## src/rtl/reorder_buffer.sv

```systemverilog
// rtl/reorder_buffer.sv - circular in-order reorder buffer with CDB capture, operand lookup and mispredict flush
module reorder_buffer #(
    parameter int ROB_SIZE   = 8,
    parameter int ID_WIDTH   = 4,
    parameter int VAL_WIDTH  = 32,
    parameter int ADDR_WIDTH = 32,
    parameter int REG_WIDTH  = 5
) (
    input  logic                  clk,
    input  logic                  rst_in,
    input  logic                  rdy_in,
    input  logic                  issue_en,
    input  logic                  issue_isbr,
    input  logic [REG_WIDTH-1:0]  issue_rd,
    input  logic                  issue_pred,
    input  logic [ADDR_WIDTH-1:0] issue_altpc,
    output logic                  full,
    output logic [ID_WIDTH-1:0]   new_tag,
    input  logic [ID_WIDTH-1:0]   qry1_tag,
    input  logic [ID_WIDTH-1:0]   qry2_tag,
    output logic                  qry1_ready,
    output logic                  qry2_ready,
    output logic [VAL_WIDTH-1:0]  qry1_val,
    output logic [VAL_WIDTH-1:0]  qry2_val,
    input  logic                  cdb_en,
    input  logic [ID_WIDTH-1:0]   cdb_tag,
    input  logic [VAL_WIDTH-1:0]  cdb_val,
    output logic                  commit_en,
    output logic [REG_WIDTH-1:0]  commit_rd,
    output logic [ID_WIDTH-1:0]   commit_tag,
    output logic [VAL_WIDTH-1:0]  commit_val,
    output logic                  flush_out,
    output logic [ADDR_WIDTH-1:0] redirect_pc
);
    localparam int IDX_W = $clog2(ROB_SIZE);
    localparam int CNT_W = IDX_W + 1;

    logic [IDX_W-1:0]      head, tail;
    logic [CNT_W-1:0]      count;
    logic [ROB_SIZE-1:0]   busy, rdy_q, isbr_q, pred_q;
    logic [REG_WIDTH-1:0]  rd_q    [ROB_SIZE];
    logic [ADDR_WIDTH-1:0] altpc_q [ROB_SIZE];
    logic [VAL_WIDTH-1:0]  val_q   [ROB_SIZE];

    logic             do_issue, do_cdb, do_commit, mispredict;
    logic [IDX_W-1:0] cdb_idx, q1_idx, q2_idx;

    // Tags are entry index + 1; 0 and anything above ROB_SIZE name no entry.
    function automatic logic tag_valid(input logic [ID_WIDTH-1:0] t);
        return (t != '0) && (t <= ID_WIDTH'(ROB_SIZE));
    endfunction

    function automatic logic [IDX_W-1:0] tag_idx(input logic [ID_WIDTH-1:0] t);
        return IDX_W'(t - ID_WIDTH'(1));
    endfunction

    function automatic logic [VAL_WIDTH:0] lookup(
        input logic [ID_WIDTH-1:0]  t,
        input logic                 stored_ok,
        input logic [VAL_WIDTH-1:0] stored,
        input logic                 c_en,
        input logic [ID_WIDTH-1:0]  c_tag,
        input logic [VAL_WIDTH-1:0] c_val
    );
        if (t == '0)                return {1'b1, {VAL_WIDTH{1'b0}}};
        else if (c_en && c_tag == t) return {1'b1, c_val};
        else if (stored_ok)         return {1'b1, stored};
        else                        return '0;
    endfunction

    assign full    = (count == CNT_W'(ROB_SIZE));
    assign new_tag = ID_WIDTH'(tail) + ID_WIDTH'(1);
    assign q1_idx  = tag_idx(qry1_tag);
    assign q2_idx  = tag_idx(qry2_tag);
    assign cdb_idx = tag_idx(cdb_tag);

    assign {qry1_ready, qry1_val} = lookup(qry1_tag,
        tag_valid(qry1_tag) && busy[q1_idx] && rdy_q[q1_idx], val_q[q1_idx],
        cdb_en, cdb_tag, cdb_val);
    assign {qry2_ready, qry2_val} = lookup(qry2_tag,
        tag_valid(qry2_tag) && busy[q2_idx] && rdy_q[q2_idx], val_q[q2_idx],
        cdb_en, cdb_tag, cdb_val);

    // Commit reads the registered ready bit, so a CDB write retires one edge later.
    always_comb begin
        do_commit  = busy[head] && rdy_q[head] && !flush_out;
        mispredict = do_commit && isbr_q[head] && (val_q[head][0] != pred_q[head]);
        do_issue   = issue_en && !full && !flush_out && !mispredict;
        do_cdb     = cdb_en && !flush_out && tag_valid(cdb_tag) && busy[cdb_idx];
    end

    always_ff @(posedge clk) begin
        if (rst_in) begin
            head        <= '0;
            tail        <= '0;
            count       <= '0;
            busy        <= '0;
            rdy_q       <= '0;
            commit_en   <= 1'b0;
            commit_rd   <= '0;
            commit_tag  <= '0;
            commit_val  <= '0;
            flush_out   <= 1'b0;
            redirect_pc <= '0;
        end else if (!rdy_in) begin
            commit_en <= 1'b0;
            flush_out <= 1'b0;
        end else begin
            commit_en <= do_commit;
            flush_out <= mispredict;
            if (do_cdb) begin
                rdy_q[cdb_idx] <= 1'b1;
                val_q[cdb_idx] <= cdb_val;
            end
            if (do_issue) begin
                busy[tail]    <= 1'b1;
                rdy_q[tail]   <= 1'b0;
                isbr_q[tail]  <= issue_isbr;
                pred_q[tail]  <= issue_pred;
                rd_q[tail]    <= issue_rd;
                altpc_q[tail] <= issue_altpc;
                tail          <= tail + IDX_W'(1);
            end
            if (do_commit) begin
                commit_rd  <= isbr_q[head] ? '0 : rd_q[head];
                commit_tag <= ID_WIDTH'(head) + ID_WIDTH'(1);
                commit_val <= val_q[head];
                busy[head] <= 1'b0;
                head       <= head + IDX_W'(1);
            end
            if (mispredict) begin
                redirect_pc <= altpc_q[head];
                head        <= '0;
                tail        <= '0;
                count       <= '0;
                busy        <= '0;
            end else begin
                count <= count + CNT_W'(do_issue) - CNT_W'(do_commit);
            end
        end
    end
endmodule

```

## config.mk

```make
export PLATFORM = sky130hd
export DESIGN_NAME = reorder_buffer
export DESIGN_NICKNAME = d
export VERILOG_FILES = /design/src/rtl/reorder_buffer.sv
export SDC_FILE = /design/constraint.sdc
export NUM_CORES = 1
export LEC_CHECK = 0
export ABC_AREA = 1
export BUFFER_PORTS_ARGS = -buffer_cell sky130_fd_sc_hd__buf_2
export CORE_MARGIN = 3
export CORE_UTILIZATION = 45
export DETAILED_ROUTE_END_ITERATION = 10
export HOLD_SLACK_MARGIN = 0.08
export PLACE_DENSITY = 0.7
export RECOVER_POWER = 50
export SLEW_MARGIN = 40
export SYNTH_ARGS = -nofsm -noshare
export SYNTH_HDL_FRONTEND = slang
export SYNTH_SLANG_ARGS = --single-unit
```

## constraint.sdc

```tcl
create_clock -name clk -period 8.2 [get_ports clk]
set_input_delay 1.64 -clock clk [delete_from_list [all_inputs] [get_ports clk]]
set_output_delay 1.64 -clock clk [all_outputs]
set_load 0.01 [all_outputs]
```

-- After elaboration in Yosys (flattened, before gate mapping)
Memory sizes are Yosys's and may differ from the RTL's. A register that Yosys moved wholly into a read port is not among the register bits.
Index checks and enable logic that the tools add are counted.
- register bits: 85
- memory bits (writable): 552
- word-level logic and storage cells: 144
- memories: 3
- memory list (name ; depth ; bits a word ; read ports ; clocked after memory_dff ; wr ports ; line ; text):
    altpc_q ; 8 ; 32 ; 1 ; 1 ; 1 ; 42 ; logic [ADDR_WIDTH-1:0] altpc_q [ROB_SIZE];
    val_q ; 8 ; 32 ; 3 ; 1 ; 1 ; 43 ; logic [VAL_WIDTH-1:0] val_q [ROB_SIZE];
    rd_q ; 8 ; 5 ; 1 ; 1 ; 1 ; 41 ; logic [REG_WIDTH-1:0] rd_q [ROB_SIZE];
- add/subtract/negate cells: 9
- order comparisons: 11
- eq/ne operators: 4
- muxes and demuxes: 59
- bitwise gates (word level): 8
- reductions and logical operators: 38
- operators with widths (cell ; number):
    33-bit 2-to-1 mux ; 6
    8-bit 2-to-1 mux ; 9
    1-bit binary-select mux with 3-bit select ; 9
    3-bit 2-to-1 mux ; 8
    1-bit logical AND ; 22
    3-bit by 4-bit less-than comparator with 1-bit output (second input constant) ; 5
    1-bit 2-to-1 mux ; 20
    8-bit AND ; 2
    8-bit bitwise mux ; 2
    8-bit NOT ; 2
    8-bit bitwise OR ; 2
    4-bit <= comparator (second input constant) ; 3
    4-bit nonzero test ; 3
    1-bit demux with 3-bit select ; 3
    3-bit by 1-bit greater-or-equal comparator with 1-bit output (second input constant) ; 3
    3-bit by 1-bit subtractor with 3-bit output (second input constant) ; 3
    3-bit by 1-bit adder with 4-bit output (second input constant) ; 2
    4-bit equality test ; 2
    4-bit zero test ; 2
    2-bit AND reduction ; 4
    3-bit by 1-bit adder with 3-bit output (second input constant) ; 2
    5-bit 2-to-1 mux ; 1
    4-bit by 1-bit adder with 4-bit output ; 1
    4-bit equality test (second input constant) ; 1
    8 further kinds ; 12

-- Logic depth before layout (Yosys ltp)
- depth in word-level cells: 14
- gate-level depth with buffers: 20
- gate-level depth less buffers: 18

-- Least setup slack after synthesis
Ideal clock, no wire load.
- path type: input port to flip-flop
- start point: in cdb_tag[0]
- end point: mem val_q[5][0] (enable)
- library setup time: 0.504 ns
- arrival time: 6.283 ns
- required time: 7.696 ns
- setup slack: 1.413 ns
- cell stages on the path: 10
- buffers on the path: 2
- path through: buf_2 > clkbuf_1 > inv_1 > ha_1 > or2_2 > nand2_1 > inv_1 > nand2_1 > nand3_1 > nor4_1
- word-level cells in the longest chain between the ends: 8
- elaborated cells on any way between the ends: 12
- those cells by class: add/sub: 1; order compare: 1; mux: 6; reduce/logical: 4
- ends and longest elaborated chain (what ; line ; text):
    start: declaration ; 26 ; input logic [ID_WIDTH-1:0] cdb_tag,
    3-bit by 1-bit subtractor with 3-bit output, or another cell as far along ; 54 ; return IDX_W'(t - ID_WIDTH'(1));
    1-bit binary-select mux with 3-bit select or 1-bit logical AND (tied branches) ; 89, 50 ;
    1-bit 2-to-1 mux (not written as such) or 1-bit logical AND (tied branches) ; 89 ; do_cdb = cdb_en && !flush_out && tag_valid(cdb_tag) && busy[cdb_idx];
    1-bit logical AND ; 89 ;
    1-bit 2-to-1 mux ; 111 ; if (do_cdb) begin
    1-bit 2-to-1 mux ; 105 ; end else if (!rdy_in) begin
    1-bit 2-to-1 mux ; 93 ; if (rst_in) begin
    1-bit 2-to-1 mux (not written as such) ; 113 ; val_q[cdb_idx] <= cdb_val;
    end: declaration ; 43 ;
Parallel ways exist; a longest one is shown, timed or not. The select of a mux whose other input is x is not followed.

-- Worst setup path after layout
- start point: reg head[0]
- end point: reg commit_rd[2]
- word-level cells in the longest chain between the ends: 5
- elaborated cells on any way between the ends: 10
- those cells by class: mux: 7; reduce/logical: 3
- ends and longest elaborated chain (what ; line ; text):
    start: declaration ; 38 ; logic [IDX_W-1:0] head, tail;
    start signal: assignment ; 129 ; head <= head + IDX_W'(1);
    1-bit binary-select mux with 3-bit select ; 86 ; do_commit = busy[head] && rdy_q[head] && !flush_out;
    1-bit 2-to-1 mux (not written as such) ; 86 ;
    1-bit logical AND (*) (2 in a row) ; 86 ;
    named net do_commit ; 45 ; logic do_issue, do_cdb, do_commit, mispredict;
    2-bit AND reduction (no source line) (*) ; -- ;
    end signal: assignment ; 125 ; commit_rd <= isbr_q[head] ? '0 : rd_q[head];
    end: declaration ; 29 ; output logic [REG_WIDTH-1:0] commit_rd,
Mark *: on every way through the listed nets, which the timed path passes. The rest lies on a longest branch. The select of a mux whose other input is x is not followed.
A chain may end at the register's enable or synchronous reset.

==> flow_results.org <==
** Global routing
- Total overflow reported by the global router :: 0
- Global routing used between 20 and 30% of the available tracks across all layers.
- The number of antenna violations at the first check in global routing came to 12.
- Pin count of the biggest net entering global routing :: 110
- The first global-routing pass estimated 146000 um of wire.
- The via count of the first global-routing pass is 24400.

** Cells and area
- From synthesis to final layout, the design area changed by 13.3%.
- Final net count :: roughly 3500
- The top cell types in the final layout, fill and taps aside, are o21ai_0 (672), edfxtp_1 (568), a21oi_1 (499).
- The library cell used most frequently in the layout, excluding fill and tap cells, is o21ai_0.
- In the final layout, the multi-input gates occupy 10700 um^2.
- After filler insertion, the fill cell instance count of the layout stands at slightly above 6000.
- Across the whole layout, storage elements account for 19100 um^2.
- Ratio of cells with drive above 1 in the final layout :: ~8.4%
- Count of placed standard cells in the final layout, fillers left out :: about 4400

** Timing
- Normalized max-slew margin :: -88.5%
- Static timing analysis puts the maximum clock frequency at between 0.1 and 0.15 GHz.
- Sum Neg Setup Slack :: 0 ps
- Setup violations remaining at the end of the flow were counted as 0.
- Final count of hold timing violations :: 0
- Final critical-path setup slack :: between 1000 and 1500 ps
- The worst path in the final design needs a cycle of approximately 6900 ps, including I/O delays and setup.
- Clock tree skew after final layout :: 31.2 ps
- At the pin with the least slew margin, the transition time is around 2800 ps.
- Max-slew violations :: between 90 and 100
- Crit share post-route :: roughly 85%
- RSZ-0062 raised after global routing :: no

** Setup path
- Data arrival time of the critical path :: about 7500 ps
- For the worst flop-to-flop path, the logic depth is 10.
- The setup check on the worst reg-to-reg path leaves a slack of approximately 1300 ps.
- In this run the worst path has a maximum fanout of 46.
- STA classifies the critical path endpoint as a flip-flop.
- Data required time of the worst path :: a little under 9000 ps
- In this run the critical register-to-register path is captured at commit_rd[2].
- The worst setup path is launched from a flip-flop.
- Critical path class :: flip-flop to flip-flop
- Launch point of the worst reg-to-reg path :: head[0]

** Yosys
- Main area contributors after synthesis :: edfxtp_1 (54%), o21ai_0 (11%), a21oi_1 (7.9%)
- Synthesis-stage register bit count :: 672
- Cell type with the largest total area after synthesis :: edfxtp_1
- Nets in the synthesized netlist :: between 3000 and 4000
- The cell count after synthesis came out at 3265.
- The synthesized netlist contains 40 unique library cells.
- In this run the biggest area consumer among cell types represents a little over half of the synthesized area.
- The mapped netlist covers 31600 um^2.
- Sequential cell area fraction in the yosys report :: between 60% and 70%
- A synthesized cell averages about 9.7 um^2.
- For this run, the number of Yosys warnings is 0.

** Floorplanning
- Pin placement for this block handled ~230 I/O pins.
- Number of placement rows :: 96
- Once the floorplan was initialized, standard cells occupied between 40 and 50% of the core.
- The die covers 73400 um^2.
- Placeable Area :: between 60000 and 70000 um^2
- The die is 271 um wide.
- Die Height :: ~270 um

** Clock network
- Clock tree synthesis found a total of ~670 sinks.
- Clock-pin slew was measured on the worst setup and hold paths at 60 ps.
- Post-CTS setup repair buffer count :: 0
- TritonCTS built the clock tree.
- Once the clock tree was built, the resizer swapped 0 gates to a different size.
- Quantity of hold-fixing buffers added after cts :: 0
- The number of clock buffers added by TritonCTS is 73.
- Clk Latency, worst-skew pair :: about 620 ps
- Root buffer cell :: clkbuf_16
- The H-tree generated during clock tree synthesis spans 3 levels.
- Buffer levels on the longest clock path :: 3

** Placement
- Port Buffer Count :: 233
- Final weighted congestion in routability-driven placement :: approximately 0.85
- Timing analysis after detailed placement gives a worst setup slack of ~1600 ps.
- Placed cells :: 4213
- Detailed placement finished with a half-perimeter wire length of ~53000 um.

** Pwr
- Portion of total power attributed to the clock network :: 44.0%
- Combinational group share of total power :: under 10%
- Of the total power, the share spent switching nets is 23.6%.
- Registers are responsible for between 40% and 50% of the overall power.
- Max rail drop VDD :: ~200 uV
- Reported net switching power :: ~1.8 mW
- Power spread over the standard cell area amounts to 216 nW/um^2.
- The internal power of the cells totals between 5 and 6 mW.
- For this design the static power due to leakage is ~13 nW.
- Power after layout :: roughly 7.7 mW

** Detailed routing
- DRC viols :: 0
- Via count :: roughly 26000
- Post-route antenna net violation count :: 0
- In the final routed layout, each cell accounts on average for between 20 and 25 um.
- In this run, the number of DRC markers left after iteration 0 of detailed routing was between 3000 and 4000.
- After detailed routing, the total wire length is 96900 um.
- After detailed routing, the number of vias per cell comes to ~6.0.
- For this run, the detailed router's first-pass iteration total came to 6.

** Min path
- For hold timing, the worst endpoint is commit_rd[3].
- The worst hold path begins at commit_rd[3].
- Counting instances, the worst hold path has a depth of 2.
- Worst Hold Class :: flip-flop to flip-flop

** Status
- Violations in the final reports :: capacitance limit, slew limit
- Run status :: finished, violations left

** Run
- The tool flagged a number of max-cap violations equal to 2.
[synth_stat cells]
library cell,instances
o21ai_0,671
edfxtp_1,568
a21oi_1,499
nor2_1,272
nand2_1,230
inv_1,210
clkbuf_1,188
nand3_1,151
dfxtp_1,104
o21a_1,68
nor3_1,66
a31oi_1,37
buf_1,37
o2111ai_1,33
buf_2,28
nand4_1,13
ha_1,12
o211ai_1,10
o22ai_1,10
o21ai_1,9
buf_4,6
buf_6,5
inv_2,5
nor3b_1,4
o221ai_1,4
xor2_1,4
nor4_1,3
a21oi_2,2
a221oi_1,2
nand2_2,2
nor2_2,2
xnor2_1,2
a32o_1,1
fa_1,1
nand2_4,1
nand3_4,1
nor2_4,1
nor2_8,1
o21ai_2,1
or2_2,1
[routing by layer]
metal / GRT usage (%) / up-vias / wire [um]
met5: 0 / - / 58
met4: 11.0 / 8 / 3650
met3: 6.70 / 264 / 10600
met2: 41.2 / 1518 / 45300
met1: 32.6 / 12200 / 37300
li1: - / 12000 / -
[layout make-up]
cell class / count / area share (%)
Sequential cell: 672 / 53.5
Multi-Input combinational cell: 2114 / 29.9
Clock buffer: 102 / 5.81
Timing Repair Buffer: 283 / 4.00
Tap cell: 931 / 3.25
Inverter: 215 / 2.30
Clock inverter: 31 / 1.21
Antenna cell: 8 / 0.0559
[sequential cells by signal (all words and copies together), names as in the netlist, named ones only]
| register | flops |
|---|---|
| tail | 3 |
| val_q | 256 |
| commit_val | 32 |
| flush_out | 1 |
| rdy_q | 8 |
| commit_rd | 5 |
| altpc_q | 256 |
| count | 4 |
| rd_q | 40 |
| isbr_q | 8 |
| head | 3 |
| commit_en | 1 |
| busy | 8 |
| redirect_pc | 32 |
| pred_q | 8 |
| commit_tag | 4 |
[how the worst max path moves through the flow]
stage	slack, ps	start	end	cells past startpoint
floorplan	1410	cdb_tag[0]	val_q[5][0]	10
global placement	1350	qry1_tag[0]	qry1_val[0]	12
detailed placement	1590	qry2_tag[0]	qry2_val[26]	13
CTS	1580	qry2_tag[0]	qry2_val[26]	13
global route	910	head[0]	commit_rd[2]	10
finish	1270	head[0]	commit_rd[2]	10
[worst max-delay path, cell delays in order (launching register included)]
cell and delay, ps:
dfxtp_1 1500, inv_4 570, nand2_1 210, nand3_1 110
nand2_1 80, o21ai_0 90, nor2_1 590, nand2_1 1810
inv_4 1390, nand4_1 240, a21oi_1 190
[power groups by stage]
stage	registers (mW)	logic [mW]	clock network, mW
floorplan	3.80	0.343	0
CTS	3.72	0.581	3.44
finish	3.73	0.593	3.40
global route	3.73	0.645	3.57
detailed placement	3.80	0.579	0
global placement	3.80	0.573	0
[metrics by stage]
step	util, %	hold slack (ps)	cell area, um^2
2_1_floorplan	-	445	31600
3_3_place_gp	48.3	451	33400
3_5_place_dp	48.4	458	33500
4_1_cts	52.1	468	36000
5_1_grt	51.8	487	35800
6_report	51.8	466	35800
[cells by family after synthesis]
| kind of cell | after synthesis | synth area share, % |
|---|---|---|
| AOI/OAI and AO/OA | 1347 | 22.6 |
| adders and majority gates | 13 | 0.538 |
| and+or+nand+nor | 748 | 10.1 |
| buffers and inverters | 479 | 5.99 |
| xor gates and xnor gates | 6 | 0.166 |
| DFF | 672 | 60.6 |
No activity file was read; power rests on OpenSTA's default activity.
